File: config.mk
export PLATFORM = sky130hd
export DESIGN_NAME = syscall_unit
export DESIGN_NICKNAME = d
export VERILOG_FILES = /design/src/rtl/syscall_unit.sv
export SDC_FILE = /design/constraint.sdc
export NUM_CORES = 1
export LEC_CHECK = 0
export CORE_MARGIN = 5
export CORE_UTILIZATION = 50
export CTS_CLUSTER_SIZE = 25
export DETAILED_ROUTE_END_ITERATION = 8
export HOLD_SLACK_MARGIN = 0.05
export PLACE_DENSITY = 0.78
export SYNTH_ARGS = -nofsm -noshare
export SYNTH_HDL_FRONTEND = slang
export SYNTH_SLANG_ARGS = --single-unit
File: constraint.sdc
create_clock -name clk -period 5.35 [get_ports clk]
set_clock_uncertainty 0.1 [all_clocks]
set_input_delay 1.605 -clock clk [delete_from_list [all_inputs] [get_ports clk]]
set_output_delay 1.605 -clock clk [all_outputs]
set_load 0.01 [all_outputs]
File: src/rtl/syscall_unit.sv
// syscall_unit: services the MIPS syscall instruction (print_int, print_string,
// print_char, exit). Stalls the core while a service runs, fetches string bytes
// through a request/valid memory port and streams characters out.
//
// Output handshake: out_valid/out_data are driven from registered state only;
// a character moves on a rising edge where out_valid and out_ready are both
// high, and out_data holds steady while out_valid is high and out_ready is low.
module syscall_unit #(
   parameter int MAX_STR = 256
) (
   input  logic        clk,
   input  logic        rst,
   input  logic        syscall,
   input  logic [31:0] sys_call_reg,
   input  logic [31:0] std_out_address,
   output logic        mem_rd,
   output logic [31:0] mem_addr,
   input  logic [31:0] mem_rdata,
   input  logic        mem_rvalid,
   output logic [7:0]  out_data,
   output logic        out_valid,
   input  logic        out_ready,
   output logic        stall,
   output logic        halt,
   output logic        err
);

   localparam int CW = $clog2(MAX_STR + 1);

   typedef enum logic [3:0] {
      S_IDLE, S_INT_SIGN, S_INT_DIG, S_INT_EMIT,
      S_STR_REQ, S_STR_WAIT, S_STR_EMIT, S_CHAR_EMIT, S_HALTED
   } state_t;

   state_t         state_q, state_d;
   logic [31:0]    arg_q, arg_d;
   logic [31:0]    mag_q, mag_d;
   logic [3:0]     digit_q, digit_d;
   logic [3:0]     k_q, k_d;
   logic           started_q, started_d;
   logic [31:0]    ptr_q, ptr_d;
   logic [CW-1:0]  cnt_q, cnt_d;
   logic [7:0]     byte_q, byte_d;
   logic           err_q, err_d;
   logic [7:0]     rd_byte;
   logic [31:0]    pow_k;
   logic           code_ok;

   // Decimal weight of the digit currently being computed.
   function automatic logic [31:0] pow10(input logic [3:0] k);
      case (k)
         4'd0:    pow10 = 32'd1;
         4'd1:    pow10 = 32'd10;
         4'd2:    pow10 = 32'd100;
         4'd3:    pow10 = 32'd1000;
         4'd4:    pow10 = 32'd10000;
         4'd5:    pow10 = 32'd100000;
         4'd6:    pow10 = 32'd1000000;
         4'd7:    pow10 = 32'd10000000;
         4'd8:    pow10 = 32'd100000000;
         4'd9:    pow10 = 32'd1000000000;
         default: pow10 = 32'd1;
      endcase
   endfunction

   assign code_ok = (sys_call_reg == 32'd1) | (sys_call_reg == 32'd4) |
                    (sys_call_reg == 32'd10) | (sys_call_reg == 32'd11);
   assign rd_byte = mem_rdata[{ptr_q[1:0], 3'b000} +: 8];
   assign pow_k   = pow10(k_q);
   assign err     = err_q;

   // State and datapath registers; reset aborts any service and clears halt.
   always_ff @(posedge clk or posedge rst) begin
      if (rst) begin
         state_q   <= S_IDLE;
         arg_q     <= '0;
         mag_q     <= '0;
         digit_q   <= '0;
         k_q       <= '0;
         started_q <= 1'b0;
         ptr_q     <= '0;
         cnt_q     <= '0;
         byte_q    <= '0;
         err_q     <= 1'b0;
      end else begin
         state_q   <= state_d;
         arg_q     <= arg_d;
         mag_q     <= mag_d;
         digit_q   <= digit_d;
         k_q       <= k_d;
         started_q <= started_d;
         ptr_q     <= ptr_d;
         cnt_q     <= cnt_d;
         byte_q    <= byte_d;
         err_q     <= err_d;
      end
   end

   // Next-state, datapath updates and outputs of the service sequencer.
   always_comb begin
      state_d   = state_q;
      arg_d     = arg_q;
      mag_d     = mag_q;
      digit_d   = digit_q;
      k_d       = k_q;
      started_d = started_q;
      ptr_d     = ptr_q;
      cnt_d     = cnt_q;
      byte_d    = byte_q;
      err_d     = 1'b0;
      out_valid = 1'b0;
      out_data  = 8'h00;
      mem_rd    = 1'b0;
      mem_addr  = 32'h0;
      stall     = (state_q != S_IDLE);
      halt      = 1'b0;
      case (state_q)
         S_IDLE: begin
            if (syscall) begin
               stall = code_ok;
               arg_d = std_out_address;
               case (sys_call_reg)
                  32'd1:   state_d = S_INT_SIGN;
                  32'd4: begin
                     ptr_d   = std_out_address;
                     cnt_d   = '0;
                     state_d = S_STR_REQ;
                  end
                  32'd11:  state_d = S_CHAR_EMIT;
                  32'd10:  state_d = S_HALTED;
                  default: err_d = 1'b1;
               endcase
            end
         end
         S_INT_SIGN: begin
            k_d       = 4'd9;
            digit_d   = 4'd0;
            started_d = 1'b0;
            if (arg_q[31]) begin
               out_valid = 1'b1;
               out_data  = 8'h2D;
               if (out_ready) begin
                  mag_d   = -arg_q;
                  state_d = S_INT_DIG;
               end
            end else begin
               mag_d   = arg_q;
               state_d = S_INT_DIG;
            end
         end
         S_INT_DIG: begin
            // Repeated subtraction: one weight per cycle until mag < 10^k.
            if (mag_q >= pow_k) begin
               mag_d   = mag_q - pow_k;
               digit_d = digit_q + 4'd1;
            end else if (digit_q == 4'd0 && !started_q && k_q != 4'd0) begin
               k_d = k_q - 4'd1;
            end else begin
               state_d = S_INT_EMIT;
            end
         end
         S_INT_EMIT: begin
            out_valid = 1'b1;
            out_data  = 8'h30 + {4'h0, digit_q};
            if (out_ready) begin
               started_d = 1'b1;
               digit_d   = 4'd0;
               if (k_q == 4'd0) begin
                  state_d = S_IDLE;
               end else begin
                  k_d     = k_q - 4'd1;
                  state_d = S_INT_DIG;
               end
            end
         end
         S_STR_REQ: begin
            mem_rd   = 1'b1;
            mem_addr = ptr_q;
            state_d  = S_STR_WAIT;
         end
         S_STR_WAIT: begin
            if (mem_rvalid) begin
               if (rd_byte == 8'h00 || cnt_q == CW'(MAX_STR)) begin
                  state_d = S_IDLE;
               end else begin
                  byte_d  = rd_byte;
                  state_d = S_STR_EMIT;
               end
            end
         end
         S_STR_EMIT: begin
            out_valid = 1'b1;
            out_data  = byte_q;
            if (out_ready) begin
               ptr_d   = ptr_q + 32'd1;
               cnt_d   = cnt_q + CW'(1);
               state_d = S_STR_REQ;
            end
         end
         S_CHAR_EMIT: begin
            out_valid = 1'b1;
            out_data  = arg_q[7:0];
            if (out_ready) state_d = S_IDLE;
         end
         S_HALTED: begin
            halt = 1'b1;
         end
         default: state_d = S_IDLE;
      endcase
   end

endmodule

==> flow_metrics.py, run 1 <==
metrics = {
    "cts": {
        "clock_path_buffers": 2,
        "cts_tree": "done",
        "clk-insertion-delay-late_ns": 0.43,
        "cts_setup_buffers": 0,
        "cts_sinks": 127,
        "ctsHoldBuffers": 0,
        "post_cts_resized": 0,
        "htreeDepth": 4,
        "cts_made_buffers": 17,
        "clk_pin_slew_ns": 0.06,
        "cts-root-buf": "clkbuf_16",
    },
    "worst_setup_path": {
        "r2r-end": "mag_q[6]",
        "r2r-start": "k_q[0]",
        "max_stage_delay_ns": 0.55,
        "reg2reg_slack_ns": 0.95,
        "required_ns": 3.65,
        "critPathSlowestCell": "clkdlybuf4s50_1",
        "end_kind": "output pin",
        "arrival_ns": 3.49,
        "cp_cell_sequence": "clkdlybuf4s50_1, nor4_1, nand4_1, nor2_1, nand3_1, nand2_1, clkdlybuf4s50_1",
        "cp-startpoint": "sys_call_reg[13]",
        "critPathLaunchType": "primary input",
        "crit_type": "primary input to output pin",
        "crit_end": "stall",
        "rr_worst_depth": 13,
        "crit_fanout": 3,
        "crit_top_cell": "clkdlybuf4s50_1",
    },
    "global_routing": {
        "antenna_found_initial": 0,
        "grt_pass1_wl_mm": 44.0,
        "grt_pass1_vias": 8642,
        "grt_overflow_total": 0,
        "grt_max_degree": 85,
        "grtUsageTotal_pct": 24.7,
    },
    "synthesis": {
        "ys_ff_latch": 127,
        "synth_top_area_share_pct": 34.2,
        "synth_top_area_cell": "dfrtp_1",
        "synth_edf_count": 0,
        "ys_seq_area_share_pct": 34.2,
        "syn_avg_cell_area_um2": 8.31,
        "synthFlopType": "dfrtp_1",
        "ys_warn_count": 0,
        "yosysUniqueCellTypes": 72,
        "syn-cell-area_um2": 9300,
        "synth_nets": 1263,
        "synth.area.top_cells": "dfrtp_1 34%, a21oi_1 6.9%, ha_1 5.7%",
        "synthArstFlopShare_pct": 100,
        "syn_inst": 1119,
    },
    "run_status": {
        "outcome": "completed",
    },
    "final_layout": {
        "antenna_cells": 0,
        "fill_cells": 1520,
        "layout_commonest_cell": "clkdlybuf4s50_1",
        "ff_latch_area_um2": 3180,
        "drive_gt1_share_pct": 9.19,
        "area_growth_pct": 23.9,
        "final_cell_mix": "145 x clkdlybuf4s50_1, 128 x a21oi_1, 127 x dfrtp_1, 126 x nand2_1, 98 x nor2_1",
        "multi_input_area_um2": 5780,
        "layout.nets": 1383,
    },
    "detailed_routing": {
        "dr.pass1.iters": 8,
        "drtAntennaViolNets": 0,
        "drt-initial-drc-count": 961,
        "drc_errors": 0,
        "routed_wl_mm": 26.8,
        "wl_per_cell_um": 18.1,
        "vias": 9031,
        "via_per_inst": 6.10,
    },
    "sta": {
        "tightest_slew_ns": 0.941,
        "period_minus_slack_ns": 5.20,
        "hold_slack_ns": 0.393,
        "hold_viol_final": 0,
        "setup_viol": 0,
        "drv_slew": 0,
        "relSlewSlack_pct": 36.8,
        "fin_ws_ns": 0.154,
        "fin_crit_sh_pct": 97.1,
        "max_freq_mhz": 192,
        "rsz0062_at_grt": "no",
        "tns_ns": 0,
    },
    "die": {
        "dieHeight_um": 146,
        "core_um2": 18100,
        "start_util_pct": 51.2,
        "ioPinCount": 146,
        "rows": 49,
        "dieArea_um2": 21400,
        "die_x_um": 146,
    },
    "run": {
        "maxCapViolations": 0,
    },
    "place": {
        "place_ws_ns": 0.150,
        "place_congestion": 0.871,
        "hpwl_mm": 19.9,
        "portBuffers": 145,
    },
    "power": {
        "peakVddDrop_v": 0.000316,
        "p_per_area_nw_per_um2": 630,
        "power_leakage_nw": 4.70,
    },
    "worst_hold_path": {
        "hold_class": "flop to flop",
    },
}
## cell usage after synthesis (3+ instances only)
cell and count:
a211oi_1 7, a21o_1 13, a21oi_1 128, a222oi_1 4, a22oi_1 8, a31oi_1 3
and2_1 32, and3_1 12, and4_1 6, buf_1 3, buf_2 8, clkbuf_1 45
dfrtp_1 127, ha_1 42, inv_1 27, mux2_2 40, mux4_2 8, nand2_1 126
nand2b_1 15, nand3_1 32, nand3b_1 5, nand4_1 12, nor2_1 98, nor2b_1 8
nor3_1 23, nor4_1 21, o211ai_1 5, o21a_1 6, o21ai_0 88, o21ai_1 4
o21bai_1 5, o22ai_1 18, o31ai_1 18, o41ai_1 3, or3_1 11, or4_1 3
xnor2_1 21, xor2_1 40
## critical path, delay by kind of cell
family / cells / cell delay, ns
buffers and inverters: 2 / 0.97
AND/OR/NAND/NOR: 5 / 0.89
## registers in the layout (all words and copies together), names as in the netlist
name       flops
state_q        4
ptr_q         32
k_q            4
arg_q         32
digit_q        4
started_q      1
byte_q         8
err            1
mag_q         32
cnt_q          9
## through the flow
step                      util (%)  total power [mW]  area (um^2)  instances
final                         63.5              7.26        11500       1481
after CTS                     63.5              7.19        11500       1481
after global placement        60.3              5.91        10900       1449
after detailed placement      60.3              6.00        10900       1449
after global routing          63.5              7.85        11500       1481
after floorplan                  -              4.93         9300       1119
## report_power, final
part / leakage, nW / internal [mW] / total (mW) / switching, mW
logic: 2.84 / 1.79 / 4.26 / 2.47
clock network: 0.283 / 0.673 / 1.14 / 0.468
registers: 1.57 / 1.39 / 1.86 / 0.471
total: 4.70 / 3.85 / 7.26 / 3.41
## routing by layer
layer	vias to the layer above	routed length, um	global-route usage [%]
li1	4307	-	-
met4	0	329	5.55
met3	32	1650	4.25
met5	-	0	0
met2	369	12700	40.0
met1	4323	12100	34.9
## cell type report
cell class,instances,area share (%)
Sequential cell,127,27.6
Timing Repair Buffer,159,13.7
Clock buffer,19,3.93
Multi-Input combinational cell,905,50.2
Inverter,29,0.967
Tap cell,229,2.49
Clock inverter,13,1.11
## logic make-up after synthesis
kind of cell / count (synthesis) / synth area share [%]
compound gates: 335 / 21.6
xor+xnor: 61 / 5.75
fa+ha+maj: 43 / 5.87
buf+inv: 87 / 3.67
flops: 127 / 34.2
mux: 50 / 7.00
simple gates: 416 / 22.0
## how the worst min path moves through the flow
| stage | startpoint | to | cells after the start |
|---|---|---|---|
| 2_1_floorplan | mag_q[27] | mag_q[27] | 2 |
| 3_3_place_gp | mag_q[14] | mag_q[14] | 1 |
| 3_5_place_dp | mag_q[23] | mag_q[23] | 2 |
| 4_1_cts | mag_q[23] | mag_q[23] | 2 |
| 5_1_grt | mag_q[27] | mag_q[27] | 2 |
| 6_report | mag_q[23] | mag_q[23] | 2 |
Power figures use the tool's default switching activity.
==> run 2, diff against run 1 <==
--- a/config.mk
+++ b/config.mk
@@ -9,8 +9,9 @@
 export CORE_UTILIZATION = 50
 export CTS_CLUSTER_SIZE = 25
 export DETAILED_ROUTE_END_ITERATION = 8
+export DONT_BUFFER_PORTS = 1
 export HOLD_SLACK_MARGIN = 0.05
-export PLACE_DENSITY = 0.78
+export PLACE_DENSITY = 0.68
 export SYNTH_ARGS = -nofsm -noshare
 export SYNTH_HDL_FRONTEND = slang
 export SYNTH_SLANG_ARGS = --single-unit
==> run 2 against run 1 <==
  * Via count shrank 8.5%
  * Sequential cell count is the same
  * Critical endpoint is now out_data[2]
  * Core utilization shrank 7.8 points
  * Largest cell class unchanged
  * Sequential power is essentially flat
  * Design area shrank 12%
==> flow_metrics.py, run 2 (synthesis results as in run 1) <==
metrics = {
    "run_status": {
        "outcome": "completed",
    },
    "worst_setup_path": {
        "r2r-start": "k_q[1]",
        "max_stage_delay_ns": 0.94,
        "cp-startpoint": "state_q[1]",
        "end_kind": "output pin",
        "arrival_ns": 2.55,
        "reg2reg_slack_ns": 1.32,
        "crit_end": "out_data[2]",
        "cp_cell_sequence": "nor3_1, a222oi_1, nand2_1",
        "critPathSlowestCell": "nor3_1",
        "required_ns": 3.65,
        "crit_fanout": 25,
        "r2r-end": "mag_q[30]",
        "crit_type": "flop to output pin",
        "rr_worst_depth": 15,
        "critPathLaunchType": "flop",
    },
    "cts": {
        "cts_made_buffers": 17,
        "htreeDepth": 4,
        "clk-insertion-delay-late_ns": 0.43,
        "cts-root-buf": "clkbuf_16",
        "cts_tree": "done",
        "cts_sinks": 127,
        "cts_setup_buffers": 0,
        "ctsHoldBuffers": 0,
        "post_cts_resized": 0,
        "clock_path_buffers": 2,
        "clk_pin_slew_ns": 0.06,
    },
    "place": {
        "place_congestion": 0.953,
        "portBuffers": 0,
        "hpwl_mm": 18.7,
    },
    "detailed_routing": {
        "vias": 8262,
        "via_per_inst": 6.18,
        "drc_errors": 0,
        "routed_wl_mm": 25.3,
        "drt-initial-drc-count": 624,
        "drtAntennaViolNets": 0,
        "wl_per_cell_um": 18.9,
        "dr.pass1.iters": 5,
    },
    "die": {
        "start_util_pct": 51.2,
        "ioPinCount": 146,
        "dieArea_um2": 21400,
        "core_um2": 18100,
        "rows": 49,
        "die_x_um": 146,
        "dieHeight_um": 146,
    },
    "global_routing": {
        "antenna_found_initial": 1,
        "grt_pass1_vias": 7823,
        "grt_max_degree": 128,
        "grtUsageTotal_pct": 23.7,
        "grt_pass1_wl_mm": 41.7,
        "grt_overflow_total": 0,
    },
    "sta": {
        "rsz0062_at_grt": "no",
        "tns_ns": 0,
        "hold_viol_final": 0,
        "setup_viol": 0,
        "drv_slew": 0,
        "fin_crit_sh_pct": 79.6,
        "relSlewSlack_pct": 33.5,
        "period_minus_slack_ns": 4.26,
        "max_freq_mhz": 235,
        "tightest_slew_ns": 0.990,
    },
    "power": {
        "peakVddDrop_v": 0.000317,
        "p_total_mw": 7.18,
        "p_per_area_nw_per_um2": 711,
        "power_leakage_nw": 4.16,
    },
    "final_layout": {
        "layout.nets": 1237,
        "fill_cells": 1665,
        "drive_gt1_share_pct": 10.1,
        "layout_commonest_cell": "a21oi_1",
        "reg_top3": "arg_q (32), mag_q (32), ptr_q (32)",
        "final_cell_mix": "128 x a21oi_1, 127 x dfrtp_1, 126 x nand2_1, 98 x nor2_1, 88 x o21ai_0",
        "area_growth_pct": 8.63,
    },
    "run": {
        "maxCapViolations": 0,
    },
    "worst_hold_path": {
        "hold_class": "flop to flop",
    },
}
[run 2: cell count changes in the layout (fill, tap and decap cells not counted)]
| cell | delta |
|---|---|
| clkdlybuf4s50_1 | -145 |
| bufinv_16 | +3 |
| clkbuf_1 | +2 |
| clkinv_4 | -2 |
| buf_12 | -1 |
| clkbuf_8 | -1 |
| diode_2 | +1 |
| inv_6 | -1 |
| inv_8 | -1 |
[run 2: how the worst min path moves through the flow]
stage | from | endpoint | slack, ns | cells after the start
floorplan | mag_q[27] | mag_q[27] | 0.36 | 2
global placement | mag_q[14] | mag_q[14] | 0.38 | 1
detailed placement | mag_q[14] | mag_q[14] | 0.38 | 1
CTS | mag_q[14] | mag_q[14] | 0.39 | 1
global route | mag_q[14] | mag_q[14] | 0.40 | 1
finish | mag_q[14] | mag_q[14] | 0.39 | 1
[run 2: final cells by class]
class                      instances  area, um^2  share of cell area (%)
inverter                          29         111                    1.10
multi-input combinational        905        5780                    57.3
timing repair buffer              13         110                    1.09
sequential                       127        3180                    31.5
antenna                            1        2.50                  0.0248
clock inverter                    12         180                    1.78
clock buffer                      20         447                    4.42
tap                              229         287                    2.84
[run 2: metal layers]
layer / GRT usage, % / part of all wire, % / routed length, um / vias to the layer above
li1: - / - / - / 4022
met1: 33.8 / 45 / 11500 / 3919
met4: 7.06 / 1.8 / 462 / 0
met3: 6.38 / 8.1 / 2060 / 36
met2: 35.4 / 45 / 11300 / 285
met5: 0 / 0 / 0 / -
[run 2: critical path: cells and delay by family (launching register included)]
| family | cells | cell delay [ns] |
|---|---|---|
| flops | 1 | 0.70 |
| simple gates | 2 | 1.13 |
| compound gates | 1 | 0.29 |
[run 2: metrics by stage]
stage	std cells	hold WS, ns	setup slack (ns)	utilization, %	cell area, um^2
floorplan	1119	0.355	0.261	-	9300
global placement	1303	0.377	1.16	52.2	9470
detailed placement	1303	0.381	1.12	52.2	9470
CTS	1335	0.394	1.12	55.6	10100
global route	1336	0.398	0.871	55.6	10100
finish	1336	0.395	1.09	55.6	10100
[run 2: power by group]
part	total [mW]	internal [mW]	switching, mW
Clock	1.25	0.796	0.456
Sequential	1.85	1.39	0.465
Combinational	4.07	1.66	2.42
==> run 3, diff against run 2 <==
--- a/config.mk
+++ b/config.mk
@@ -11,7 +11,7 @@
 export DETAILED_ROUTE_END_ITERATION = 8
 export DONT_BUFFER_PORTS = 1
 export HOLD_SLACK_MARGIN = 0.05
-export PLACE_DENSITY = 0.68
+export PLACE_DENSITY = 0.71
 export SYNTH_ARGS = -nofsm -noshare
 export SYNTH_HDL_FRONTEND = slang
 export SYNTH_SLANG_ARGS = --single-unit
==> constraint.sdc (replaced) <==
create_clock -name clk -period 3.8 [get_ports clk]
set_clock_uncertainty 0.1 [all_clocks]
set_input_delay 1.14 -clock clk [delete_from_list [all_inputs] [get_ports clk]]
set_output_delay 1.14 -clock clk [all_outputs]
set_load 0.01 [all_outputs]
==> run 3 against run 2 <==
  * Register-to-register slack lost 1.2 ns
  * Combinational power grew 54%
  * Design area grew 2.7%
  * Sequential share of layout area shrank 0.79 points
  * Highest routed layer unchanged
  * Critical path depth grew 11
  * Via count grew 0.65%
  * Count of clock-buffer cells in the layout is the same
  * Cell count grew 2.1%
  * Worst hold slack gained 0.0024 ns
==> flow_metrics.py, run 3 (synthesis results as in run 1) <==
metrics = {
    "run_status": {
        "outcome": "completed",
    },
    "worst_setup_path": {
        "max_stage_delay_ns": 0.82,
        "required_ns": 4.06,
        "critPathLaunchType": "flop",
        "crit_family": "compound AO/OA/AOI/OAI gates",
        "reg2reg_slack_ns": 0.09,
        "cp_cell_sequence": "inv_1, ha_2, nand2_1, nand2_1, ha_1, fa_1, nand2b_2, a21oi_2, o21a_1, nor2_1, o31a_1, a2111oi_0, o21ai_0, nand2_1",
        "end_kind": "flop",
        "critPathSlowestCell": "a2111oi_0",
        "rr_worst_depth": 14,
        "r2r-end": "digit_q[0]",
        "crit_type": "flop to flop",
        "crit_fanout": 6,
        "arrival_ns": 3.97,
        "cp_num_buf_inv": 1,
        "r2r-start": "k_q[1]",
        "crit_top_cell": "nand2_1",
    },
    "power": {
        "peakVddDrop_v": 0.000655,
        "p_total_mw": 10.5,
        "p_per_area_nw_per_um2": 1010,
        "power_leakage_nw": 4.30,
    },
    "die": {
        "start_util_pct": 51.2,
        "rows": 49,
        "dieHeight_um": 146,
        "ioPinCount": 146,
        "die_x_um": 146,
        "core_um2": 18100,
        "dieArea_um2": 21400,
    },
    "worst_hold_path": {
        "hold_start": "mag_q[14]",
        "hold_class": "flop to flop",
        "min_delay_path_depth": 1,
        "min_to": "mag_q[14]",
    },
    "place": {
        "placed_cell_area_um2": 9690,
        "hpwl_mm": 19.5,
        "portBuffers": 0,
        "place_ws_ns": -0.116,
        "place_congestion": 0.977,
    },
    "detailed_routing": {
        "routed_wl_mm": 25.9,
        "drt-initial-drc-count": 548,
        "dr.pass1.iters": 6,
        "via_per_inst": 6.10,
        "vias": 8316,
        "wl_per_cell_um": 19.0,
        "drtAntennaViolNets": 0,
        "drc_errors": 0,
    },
    "run": {
        "maxCapViolations": 0,
    },
    "sta": {
        "tightest_slew_ns": 0.883,
        "drv_slew": 0,
        "fin_crit_sh_pct": 97.7,
        "period_minus_slack_ns": 3.71,
        "hold_viol_final": 0,
        "relSlewSlack_pct": 39.6,
        "setup_viol": 0,
        "max_freq_mhz": 269,
        "rsz0062_at_grt": "no",
        "fin_ws_ns": 0.0881,
    },
    "final_layout": {
        "layout_commonest_cell": "nand2_1",
        "layout.nets": 1267,
        "final_cell_mix": "126 x nand2_1, 125 x a21oi_1, 125 x dfrtp_1, 98 x nor2_1, 87 x o21ai_0",
        "fin_area_um2": 10400,
        "reg_top3": "arg_q (32), mag_q (32), ptr_q (32)",
        "drive_gt1_share_pct": 13.6,
        "antenna_cells": 0,
        "area_growth_pct": 11.5,
    },
    "global_routing": {
        "grt_overflow_total": 0,
        "grt_pass1_wl_mm": 42.0,
        "grt_max_degree": 63,
        "grtUsageTotal_pct": 24.0,
        "antenna_found_initial": 0,
        "grt_pass1_vias": 7967,
    },
    "cts": {
        "cts_made_buffers": 17,
        "cts_tree": "done",
        "cts_sinks": 127,
        "clock_path_buffers": 2,
        "htreeDepth": 4,
        "cts-root-buf": "clkbuf_16",
        "ctsHoldBuffers": 0,
        "clk-insertion-delay-late_ns": 0.43,
        "clk_pin_slew_ns": 0.06,
    },
}
[run 3: layout make-up]
class | count | area, um^2
clock inverters | 11 | 131
clock buffers | 20 | 467
multi-input cells | 905 | 5820
inverters | 29 | 113
flip-flops and latches | 127 | 3180
fillers | 1670 | 7780
repair buffers | 43 | 373
well taps | 229 | 287
[run 3: metrics by stage]
stage	instances	setup TNS, ns	hold slack [ns]	utilization, %
global route	1364	0	0.439	57.1
finish	1364	0	0.397	57.1
floorplan	1119	0	0.355	-
detailed placement	1327	-0.165	0.388	53.4
CTS	1361	0	0.401	56.9
global placement	1327	0	0.380	53.4
[run 3: worst max-delay path by stage]
| stage | depth (start not counted) | from | slack (ns) | endpoint |
|---|---|---|---|---|
| 4_1_cts | 16 | k_q[1] | 0.02 | mag_q[26] |
| 3_3_place_gp | 15 | k_q[1] | 0.04 | mag_q[30] |
| 2_1_floorplan | 14 | k_q[2] | 0.29 | mag_q[25] |
| 3_5_place_dp | 15 | k_q[1] | -0.12 | mag_q[30] |
| 5_1_grt | 14 | k_q[0] | 0.008 | mag_q[22] |
| 6_report | 14 | k_q[1] | 0.09 | digit_q[0] |
[run 3: report_power, final]
part / switching (mW) / internal [mW]
Combinational: 3.60 / 2.65
Sequential: 0.618 / 1.95
Clock: 0.637 / 1.02
[run 3: worst reg2reg max path, delay by kind of cell (launching register included)]
kind / cells / cell delay, ns
buffers and inverters: 1 / 0.11
AND/OR/NAND/NOR: 5 / 0.56
adder cells (fa/ha/maj): 3 / 0.81
flip-flops: 1 / 0.42
AO/OA/AOI/OAI: 5 / 1.65
[run 3: layer usage]
metal  wire length [um]  vias to the layer above  GRT usage, %
met3               1890                       41          5.89
met4                582                        0          8.28
met2              11400                      270          35.4
met1              12000                     3942          34.4
met5                  0                        -             0
li1                   -                     4063             -
[run 3: what timing repair did]
item	4_1_cts	5_1_grt
cloned	0	0
endpoints found under the setup margin	4	43
resized for setup	3	9
buffers inserted	3	3
pin swaps	0	4
